--- src/rtl/key_pkg.sv ---
// Shared definitions for the keypad entry path.
//   DIGITS_DEF : default number of BCD digits per operand
//   KEY_*      : decoded key codes delivered on BCDKey
//   state_t    : entry controller state encoding
package key_pkg;

   localparam int DIGITS_DEF = 4;

   localparam logic [3:0] KEY_MAX_DIGIT = 4'd9;
   localparam logic [3:0] KEY_PLUS      = 4'd10;
   localparam logic [3:0] KEY_MINUS     = 4'd11;
   localparam logic [3:0] KEY_EQ        = 4'd12;
   localparam logic [3:0] KEY_CLR       = 4'd13;

   typedef enum logic [2:0] {
      ENTER_A,
      OP,
      ENTER_B,
      WAIT,
      SHOW
   } state_t;

   function automatic logic is_op_key(input logic [3:0] k);
      return (k == KEY_PLUS) || (k == KEY_MINUS);
   endfunction

endpackage

--- src/rtl/bcd_digit_acc.sv ---
// BCD operand accumulator: shift register of DIGITS nibbles plus a count of
// significant digits entered so far.
//   clk, reset : clock, synchronous active-high reset
//   clr        : zero value and count
//   load       : value <= load_val, count <= significant digits of load_val
//   shift      : append digit at the low end (ignored while full)
//   value      : current operand, BCD
//   full       : count has reached DIGITS
module bcd_digit_acc #(
   parameter int DIGITS = 4
) (
   input  logic                  clk,
   input  logic                  reset,
   input  logic                  clr,
   input  logic                  load,
   input  logic [4*DIGITS-1:0]   load_val,
   input  logic                  shift,
   input  logic [3:0]            digit,
   output logic [4*DIGITS-1:0]   value,
   output logic                  full
);

   localparam int CW = $clog2(DIGITS + 1);

   logic [CW-1:0] cnt;

   // Position of the most significant non-zero nibble, plus one.
   function automatic logic [CW-1:0] sig_count(input logic [4*DIGITS-1:0] v);
      logic [CW-1:0] n;
      n = '0;
      for (int i = 0; i < DIGITS; i++) begin
         if (v[4*i +: 4] != 4'd0) n = CW'(i + 1);
      end
      return n;
   endfunction

   assign full = (cnt == CW'(DIGITS));

   always_ff @(posedge clk) begin
      if (reset || clr) begin
         value <= '0;
         cnt   <= '0;
      end else if (load) begin
         value <= load_val;
         cnt   <= sig_count(load_val);
      end else if (shift && !full) begin
         value <= {value[4*DIGITS-5:0], digit};
         // leading zeros do not consume a digit position
         if (!(value == '0 && digit == 4'd0)) cnt <= cnt + CW'(1);
      end
   end

endmodule

--- src/rtl/key_entry_ctrl.sv ---
// Calculator key entry controller. Reads decoded keys from the keypad
// controller, builds two BCD operands, starts the ALU and holds its result.
//   CLK, RESET            : clock, synchronous active-high reset
//   BCDKey, KeyRead       : key code ([0:3], bit 0 = MSB) and key-valid level
//   AluDone/Result/Neg    : ALU completion pulse, BCD magnitude, sign
//   OperandA/B, OpSub     : operands and operation presented to the ALU
//   AluStart              : one-cycle ALU start pulse
//   Display, DispSign     : value and minus sign to show
//   EntryErr              : one-cycle pulse on a rejected key
//
// state   | meaning
// ENTER_A | collecting digits of operand A
// OP      | operator chosen, waiting for first digit of B
// ENTER_B | collecting digits of operand B
// WAIT    | ALU started, waiting for AluDone
// SHOW    | showing the latched ALU result
import key_pkg::*;

module key_entry_ctrl #(
   parameter int DIGITS = DIGITS_DEF
) (
   input  logic                  CLK,
   input  logic                  RESET,
   input  logic [0:3]            BCDKey,
   input  logic                  KeyRead,
   input  logic                  AluDone,
   input  logic [4*DIGITS-1:0]   AluResult,
   input  logic                  AluNeg,
   output logic [4*DIGITS-1:0]   OperandA,
   output logic [4*DIGITS-1:0]   OperandB,
   output logic                  OpSub,
   output logic                  AluStart,
   output logic [4*DIGITS-1:0]   Display,
   output logic                  DispSign,
   output logic                  EntryErr
);

   state_t               state, state_nxt;
   logic                 key_read_q;
   logic                 op_sub, op_sub_nxt;
   logic                 alu_start, start_nxt;
   logic                 entry_err, err_nxt;
   logic [4*DIGITS-1:0]  result, result_nxt;
   logic                 res_neg, neg_nxt;

   logic [3:0]           key;
   logic [4*DIGITS-1:0]  key_ext;
   logic                 key_acc, is_digit, is_op;

   logic                 a_clr, a_load, a_shift, a_full;
   logic [4*DIGITS-1:0]  a_load_val, a_value;
   logic                 b_clr, b_load, b_shift, b_full;
   logic [4*DIGITS-1:0]  b_value;

   // BCDKey is declared [0:3] with bit 0 as MSB; positional copy keeps the value
   assign key      = BCDKey;
   assign key_ext  = {{(4*DIGITS-4){1'b0}}, key};
   assign key_acc  = KeyRead && !key_read_q;
   assign is_digit = (key <= KEY_MAX_DIGIT);
   assign is_op    = is_op_key(key);

   bcd_digit_acc #(.DIGITS(DIGITS)) u_acc_a (
      .clk      (CLK),
      .reset    (RESET),
      .clr      (a_clr),
      .load     (a_load),
      .load_val (a_load_val),
      .shift    (a_shift),
      .digit    (key),
      .value    (a_value),
      .full     (a_full)
   );

   bcd_digit_acc #(.DIGITS(DIGITS)) u_acc_b (
      .clk      (CLK),
      .reset    (RESET),
      .clr      (b_clr),
      .load     (b_load),
      .load_val (key_ext),
      .shift    (b_shift),
      .digit    (key),
      .value    (b_value),
      .full     (b_full)
   );

   always_ff @(posedge CLK) begin
      // key_read_q keeps sampling during reset so a level held across reset
      // is not mistaken for a new key afterwards
      key_read_q <= KeyRead;
      if (RESET) begin
         state     <= ENTER_A;
         op_sub    <= 1'b0;
         alu_start <= 1'b0;
         entry_err <= 1'b0;
         result    <= '0;
         res_neg   <= 1'b0;
      end else begin
         state     <= state_nxt;
         op_sub    <= op_sub_nxt;
         alu_start <= start_nxt;
         entry_err <= err_nxt;
         result    <= result_nxt;
         res_neg   <= neg_nxt;
      end
   end

   always_comb begin
      state_nxt  = state;
      op_sub_nxt = op_sub;
      start_nxt  = 1'b0;
      err_nxt    = 1'b0;
      result_nxt = result;
      neg_nxt    = res_neg;
      a_clr      = 1'b0;
      a_load     = 1'b0;
      a_shift    = 1'b0;
      a_load_val = key_ext;
      b_clr      = 1'b0;
      b_load     = 1'b0;
      b_shift    = 1'b0;

      if (key_acc && key == KEY_CLR) begin
         state_nxt  = ENTER_A;
         op_sub_nxt = 1'b0;
         result_nxt = '0;
         neg_nxt    = 1'b0;
         a_clr      = 1'b1;
         b_clr      = 1'b1;
      end else begin
         unique case (state)
            ENTER_A: if (key_acc) begin
               if (is_digit) begin
                  if (a_full) err_nxt = 1'b1;
                  else        a_shift = 1'b1;
               end else if (is_op) begin
                  op_sub_nxt = (key == KEY_MINUS);
                  state_nxt  = OP;
               end
            end
            OP: if (key_acc) begin
               if (is_digit) begin
                  b_load    = 1'b1;
                  state_nxt = ENTER_B;
               end else if (is_op) begin
                  op_sub_nxt = (key == KEY_MINUS);
               end else if (key == KEY_EQ) begin
                  err_nxt = 1'b1;
               end
            end
            ENTER_B: if (key_acc) begin
               if (is_digit) begin
                  if (b_full) err_nxt = 1'b1;
                  else        b_shift = 1'b1;
               end else if (is_op) begin
                  err_nxt = 1'b1;
               end else if (key == KEY_EQ) begin
                  start_nxt = 1'b1;
                  state_nxt = WAIT;
               end
            end
            WAIT: if (AluDone) begin
               result_nxt = AluResult;
               neg_nxt    = AluNeg;
               state_nxt  = SHOW;
            end
            SHOW: if (key_acc) begin
               if (is_digit) begin
                  a_load    = 1'b1;
                  b_clr     = 1'b1;
                  state_nxt = ENTER_A;
               end else if (is_op) begin
                  if (res_neg) begin
                     // a negative result cannot be fed back as a BCD magnitude
                     err_nxt = 1'b1;
                  end else begin
                     a_load     = 1'b1;
                     a_load_val = result;
                     op_sub_nxt = (key == KEY_MINUS);
                     state_nxt  = OP;
                  end
               end
            end
            default: state_nxt = ENTER_A;
         endcase
      end
   end

   always_comb begin
      Display  = a_value;
      DispSign = 1'b0;
      unique case (state)
         ENTER_B, WAIT: Display = b_value;
         SHOW: begin
            Display  = result;
            DispSign = res_neg;
         end
         default: Display = a_value;
      endcase
   end

   assign OperandA = a_value;
   assign OperandB = b_value;
   assign OpSub    = op_sub;
   assign AluStart = alu_start;
   assign EntryErr = entry_err;

endmodule

--- config.mk ---
export PLATFORM = sky130hd
export DESIGN_NAME = key_entry_ctrl
export DESIGN_NICKNAME = d
export VERILOG_FILES = /design/src/rtl/key_pkg.sv /design/src/rtl/bcd_digit_acc.sv /design/src/rtl/key_entry_ctrl.sv
export SDC_FILE = /design/constraint.sdc
export NUM_CORES = 1
export LEC_CHECK = 0
export ABC_CLOCK_PERIOD_IN_PS = 4100
export CORE_MARGIN = 4
export CORE_UTILIZATION = 54
export DETAILED_ROUTE_END_ITERATION = 12
export PLACE_DENSITY = 0.92
export SLEW_MARGIN = 20
export SYNTH_ARGS = -nofsm -noshare
export SYNTH_HDL_FRONTEND = slang
export SYNTH_SLANG_ARGS = --single-unit
--- constraint.sdc ---
create_clock -name CLK -period 4.1 [get_ports CLK]
set_clock_uncertainty 0.15 [all_clocks]
set_input_delay 1.23 -clock CLK [delete_from_list [all_inputs] [get_ports CLK]]
set_output_delay 1.23 -clock CLK [all_outputs]
set_load 0.02 [all_outputs]
**After elaboration in Yosys (flattened, before gate mapping)**

Cells that the tools add are included.

- Bits in latches: 0
- Register bits after elaboration: 62
- Memories: 0
- Memory bits (writable): 0
- Input bits: 25
- Memory bits (read-only): 0
- Logic and storage cells: 166

- $add $sub $neg: 2
- Eq/ne operators: 31
- Divide/modulo/power cells: 0
- Reductions and logical operators: 34
- $mul: 0
- Multiplexer cells: 85
- Bitwise logic cells: 1
- Shift operators: 0
- Order comparisons: 1

Operators by type and width:

| operator | number |
|---|---|
| $mux W16 | 8 |
| $mux W3 | 21 |
| $mux W1 | 48 |
| $ne A2 B2 Y1 const B | 17 |
| $logic_not A16 Y1 | 2 |
| $pmux W16 S2 | 1 |
| $reduce_bool A4 Y1 | 5 |
| $eq A4 B4 Y1 const B | 4 |
| $pmux W3 S5 | 1 |
| $reduce_and A13 Y1 | 1 |
| $eq A3 B3 Y1 const B | 3 |
| $mux W4 | 2 |
| $reduce_and A8 Y1 | 1 |
| $reduce_or A2 Y1 | 4 |
| $add A3 B1 Y3 const B | 2 |
| $eq A3 B2 Y1 const B | 2 |
| $logic_and A1 B1 Y1 | 6 |
| $ne A3 B3 Y1 const B | 2 |
| $reduce_and A2 Y1 | 3 |
| $reduce_bool A2 Y1 | 3 |
| $le A4 B4 Y1 const B | 1 |
| $logic_not A4 Y1 | 1 |
| $mux W2 | 2 |
| $ne A2 B1 Y1 const B | 2 |
| other kinds (8) | 12 |

**Longest topological paths before layout**

- Depth after elaboration: 13
- Depth in mapped cells: 8

**Modules after synthesis**

From an unflattened synthesis, not the netlist that was laid out.

- Cell total of the unflattened synthesis: 457
- Area total of the unflattened synthesis: 3,623.5 µm²

By module, submodules not included:

| module | cells each | times used | area each (µm²) |
|---|---|---|---|
| bcd_digit_acc | 115 | 2 | 1,023.5 |
| key_entry_ctrl | 227 | 1 | 1,576.5 |

**Worst setup path before layout**

OpenSTA, ideal clock, no wires.

- Path kind: register -> output
- From: reg state[1]
- To: out Display[0]
- Stages on the path, launching flop included: 8
- Path buffers: 3
- Data required time: 2.720 ns
- Arrival: 1.587 ns
- Path slack: 1.133 ns
- Cell sequence: dfxtp_1 -> buf_2 -> nor2b_1 -> buf_2 -> nor2_1 -> clkbuf_1 -> nand2_1 -> nand2_1

- Cells in the longest elaborated chain, start to end: 3

RTL lines:

| what | line | text |
|---|---|---|
| start: declaration | key_entry_ctrl.sv:38 | `state_t state, state_nxt;` |
| start signal: assignment | key_entry_ctrl.sv:98 | `state <= state_nxt;` |
| $eq A3 B2 Y1 | key_entry_ctrl.sv:191 | `unique case (state)` |
| $reduce_or A2 Y1 | key_entry_ctrl.sv:191 |  |
| $pmux W16 S2 (*) | key_entry_ctrl.sv:191 |  |
| end: declaration | key_entry_ctrl.sv:33 | `output logic [4*DIGITS-1:0] Display,` |

Every way passes the cells marked *; elsewhere a longest branch is shown, timed or not.

**Worst setup path after layout**

- From: reg state[1]
- To: out Display[6]

The elaborated chain is that of the path after synthesis.

==> flow_summary_export.csv <==
group,metric,value,unit
sta,setup_viol,0,
worst_setup_path,crit_required,2720,ps
worst_setup_path,slowest_delay,590,ps
placed_design,port_buffers,76,
sta,setup_tns,0,ps
cells_and_area,fin_util,0.719,
placed_design,gp_congestion,0.948,
global_routing,overflow,0,
pwr,leakage,1.58,nW
worst_setup_path,cp-start-kind,"register",
global_routing,grt_pass1_vias,3299,
cts,clk_pin_slew_worst_paths,70,ps
routing,dr_total_vias,3565,
worst_setup_path,cp_cell_sequence,"nor2b_1 > buf_4 > nor2_1 > buf_4 > nand2_1 > nand2_1 > clkdlybuf4s50_1",
global_routing,grt_max_degree,19,
routing,finalWirelength,10800,um
cts,cts_setup_buffers,0,
cells_and_area,syn_to_final_growth,28.9,%
pwr,vdd_drop_max,0.000201,V
routing,drt-vias-per-instance,6.34,
placed_design,dpl_cell_area,4110,sq um
sta,clock.fmax,0.253,GHz
cells_and_area,final_cell_mix,"88 x nand2_1, 76 x clkdlybuf4s50_1, 62 x dfxtp_1, 35 x a21oi_1, 31 x nor2_1",
cells_and_area,fillers,474,
sta,worst_pin_slew,783,ps
cts,cts_tree,"yes",
cells_and_area,fin_area,4280,sq um
cells_and_area,final_common_cell,"nand2_1",
worst_setup_path,cpMaxStageDelayCell,"dfxtp_1",
routing,dr.pass1.iters,5,
cts,cts-buffers-inserted,9,
worst_setup_path,worstPathArrival,2570,ps
cts,clk-insertion-delay-late,350,ps
die,initial_core_util,0.558,
global_routing,grt_pass1_wl,17300,um
hold_path,hp-class,"reg -> reg",
routing,post_drt_wl_per_cell,19.2,um
sta,rsz0062_at_grt,"no",
sta,relSlewSlack,0.477,
cells_and_area,drive_above_1_share,0.0924,
synth,yosysSeqAreaShare,0.374,
cells_and_area,antenna_cells,0,
cts,root_buffer,"clkbuf_8",
cells_and_area,seqCellArea,1240,sq um
cells_and_area,fin_nets,511,
synth,synth_warnings,0,
worst_setup_path,critical_path_class,"reg -> out",
die,fp.dieArea,7470,sq um
routing,drc,0,
placed_design,dp.cells,546,
synth,synth.cell_area,3320,sq um
cells_and_area,multi_input_area,1890,sq um
routing,drt_iter0_drc,516,
sta,finalMaxSlewViolations,0,
synth,avgSynthCellArea,8.06,sq um
status,outcome,"completed",
die,core_area,5960,sq um
synth,syn-num-nets,441,
synth,synth_edf_count,0,
routing,ant_nets,0,
die,io_pins,77,
pwr,pwr_density_cell,294,nW/um^2
worst_setup_path,setup.worst_path.end_class,"primary output",
sta,hold_violations,0,
cts,clock_path_buffers,2,
global_routing,antenna_found_initial,0,
synth,async_flop_share,0,
synth,synth_ff_type,"dfxtp_1",
placed_design,dpl.hpwl,7670,um
synth,syn_inst,412,
cells_and_area,fin_cells,562,
worst_setup_path,path_max_fanout,17,
global_routing,grtUsageTotal,0.301,
sta,period_share,0.962,
die,die_h,86.4,um
cts,hold_buffers,0,
die,die_w,86.4,um
sta,hold_ws,312,ps
sta,min_period,3950,ps
synth,synth_seq_cells,62,
flow_run,drv_cap,0,
cts,clock-sinks,62,
cts,htreeDepth,3,
synth,yosysUniqueCellTypes,62,
die,rows,28,
cts,cts_resized,0,
## registers in the layout, summed over array words and instances, names as in the netlist, 3 cells and up
register and flops:
u_acc_b.value 16, u_acc_a.cnt 3, u_acc_a.value 16, u_acc_b.cnt 3, state 3, result 16
## routing by layer
layer / up-vias / global-route usage / share of wire
met5: - / 0 / 0
met4: 0 / 0.144 / 0.029
met3: 34 / 0.0551 / 0.10
met2: 247 / 0.450 / 0.46
met1: 1661 / 0.418 / 0.41
li1: 1623 / - / -
## power by group
part | internal [mW] | switching [mW] | leakage [nW]
clock network | 0.233 | 0.247 | 0.0861
registers | 0.611 | 0.0143 | 0.501
logic | 0.0702 | 0.0823 | 0.996
total | 0.914 | 0.344 | 1.58
## stage by stage
stage          total power [mW]  setup slack, ps
2_1_floorplan             0.719             1130
3_3_place_gp              0.786              471
3_5_place_dp              0.788              310
4_1_cts                    1.25              196
5_1_grt                    1.30             54.8
6_report                   1.26              154
## logic make-up (layout without fill, tap and decap cells)
kind of cell,Yosys count,count (layout),synth area share
simple gates,173,173,0.254
compound gates,110,110,0.224
flops,62,62,0.374
buf+inv,38,113,0.0561
mux,23,23,0.0723
fa+ha+maj,4,4,0.0151
xor+xnor,2,2,0.00527
## synthesized netlist by cell type, drive strengths merged (3+ instances only)
| library cell | number | share of area |
|---|---|---|
| and3 | 3 | 0.0057 |
| buf | 19 | 0.035 |
| clkbuf | 10 | 0.011 |
| nand4 | 4 | 0.012 |
| inv | 9 | 0.010 |
| nand3 | 12 | 0.018 |
| dfxtp | 62 | 0.37 |
| a21oi | 35 | 0.053 |
| nor2 | 33 | 0.039 |
| ha | 4 | 0.015 |
| a22oi | 22 | 0.050 |
| nor4 | 13 | 0.028 |
| nor3b | 4 | 0.012 |
| mux2 | 8 | 0.027 |
| o21ai | 22 | 0.034 |
| nand2 | 88 | 0.099 |
| mux2i | 15 | 0.045 |
| a211oi | 8 | 0.018 |
| nor2b | 3 | 0.0057 |
## worst max-delay path, delay by kind of cell (launching register included)
kind	cells	cell delay [ps]
flops	1	590
simple gates	4	590
buf+inv	3	1040
## area by class of cell
| class | count | area share |
|---|---|---|
| Clock buffer | 12 | 0.0339 |
| Clock inverter | 4 | 0.00526 |
| Inverter | 9 | 0.00789 |
| Multi-Input combinational cell | 312 | 0.442 |
| Sequential cell | 62 | 0.290 |
| Tap cell | 75 | 0.0219 |
| Timing Repair Buffer | 88 | 0.199 |
## worst paths after layout
| kind | from | to | slack [ps] | depth (start not counted) |
|---|---|---|---|---|
| max | state[1]$_SDFFE_PP0P_ | Display[6] | 150 | 7 |
| min | OpSub$_SDFFE_PP0P_ | OpSub$_SDFFE_PP0P_ | 310 | 2 |
| max reg2reg | state[0]$_SDFFE_PP0P_ | u_acc_a.cnt[0]$_SDFFE_PP0P_ | 1610 | 6 |
| min reg2reg | OpSub$_SDFFE_PP0P_ | OpSub$_SDFFE_PP0P_ | 310 | 2 |
Note: power is estimated with default switching activity, not from simulation.
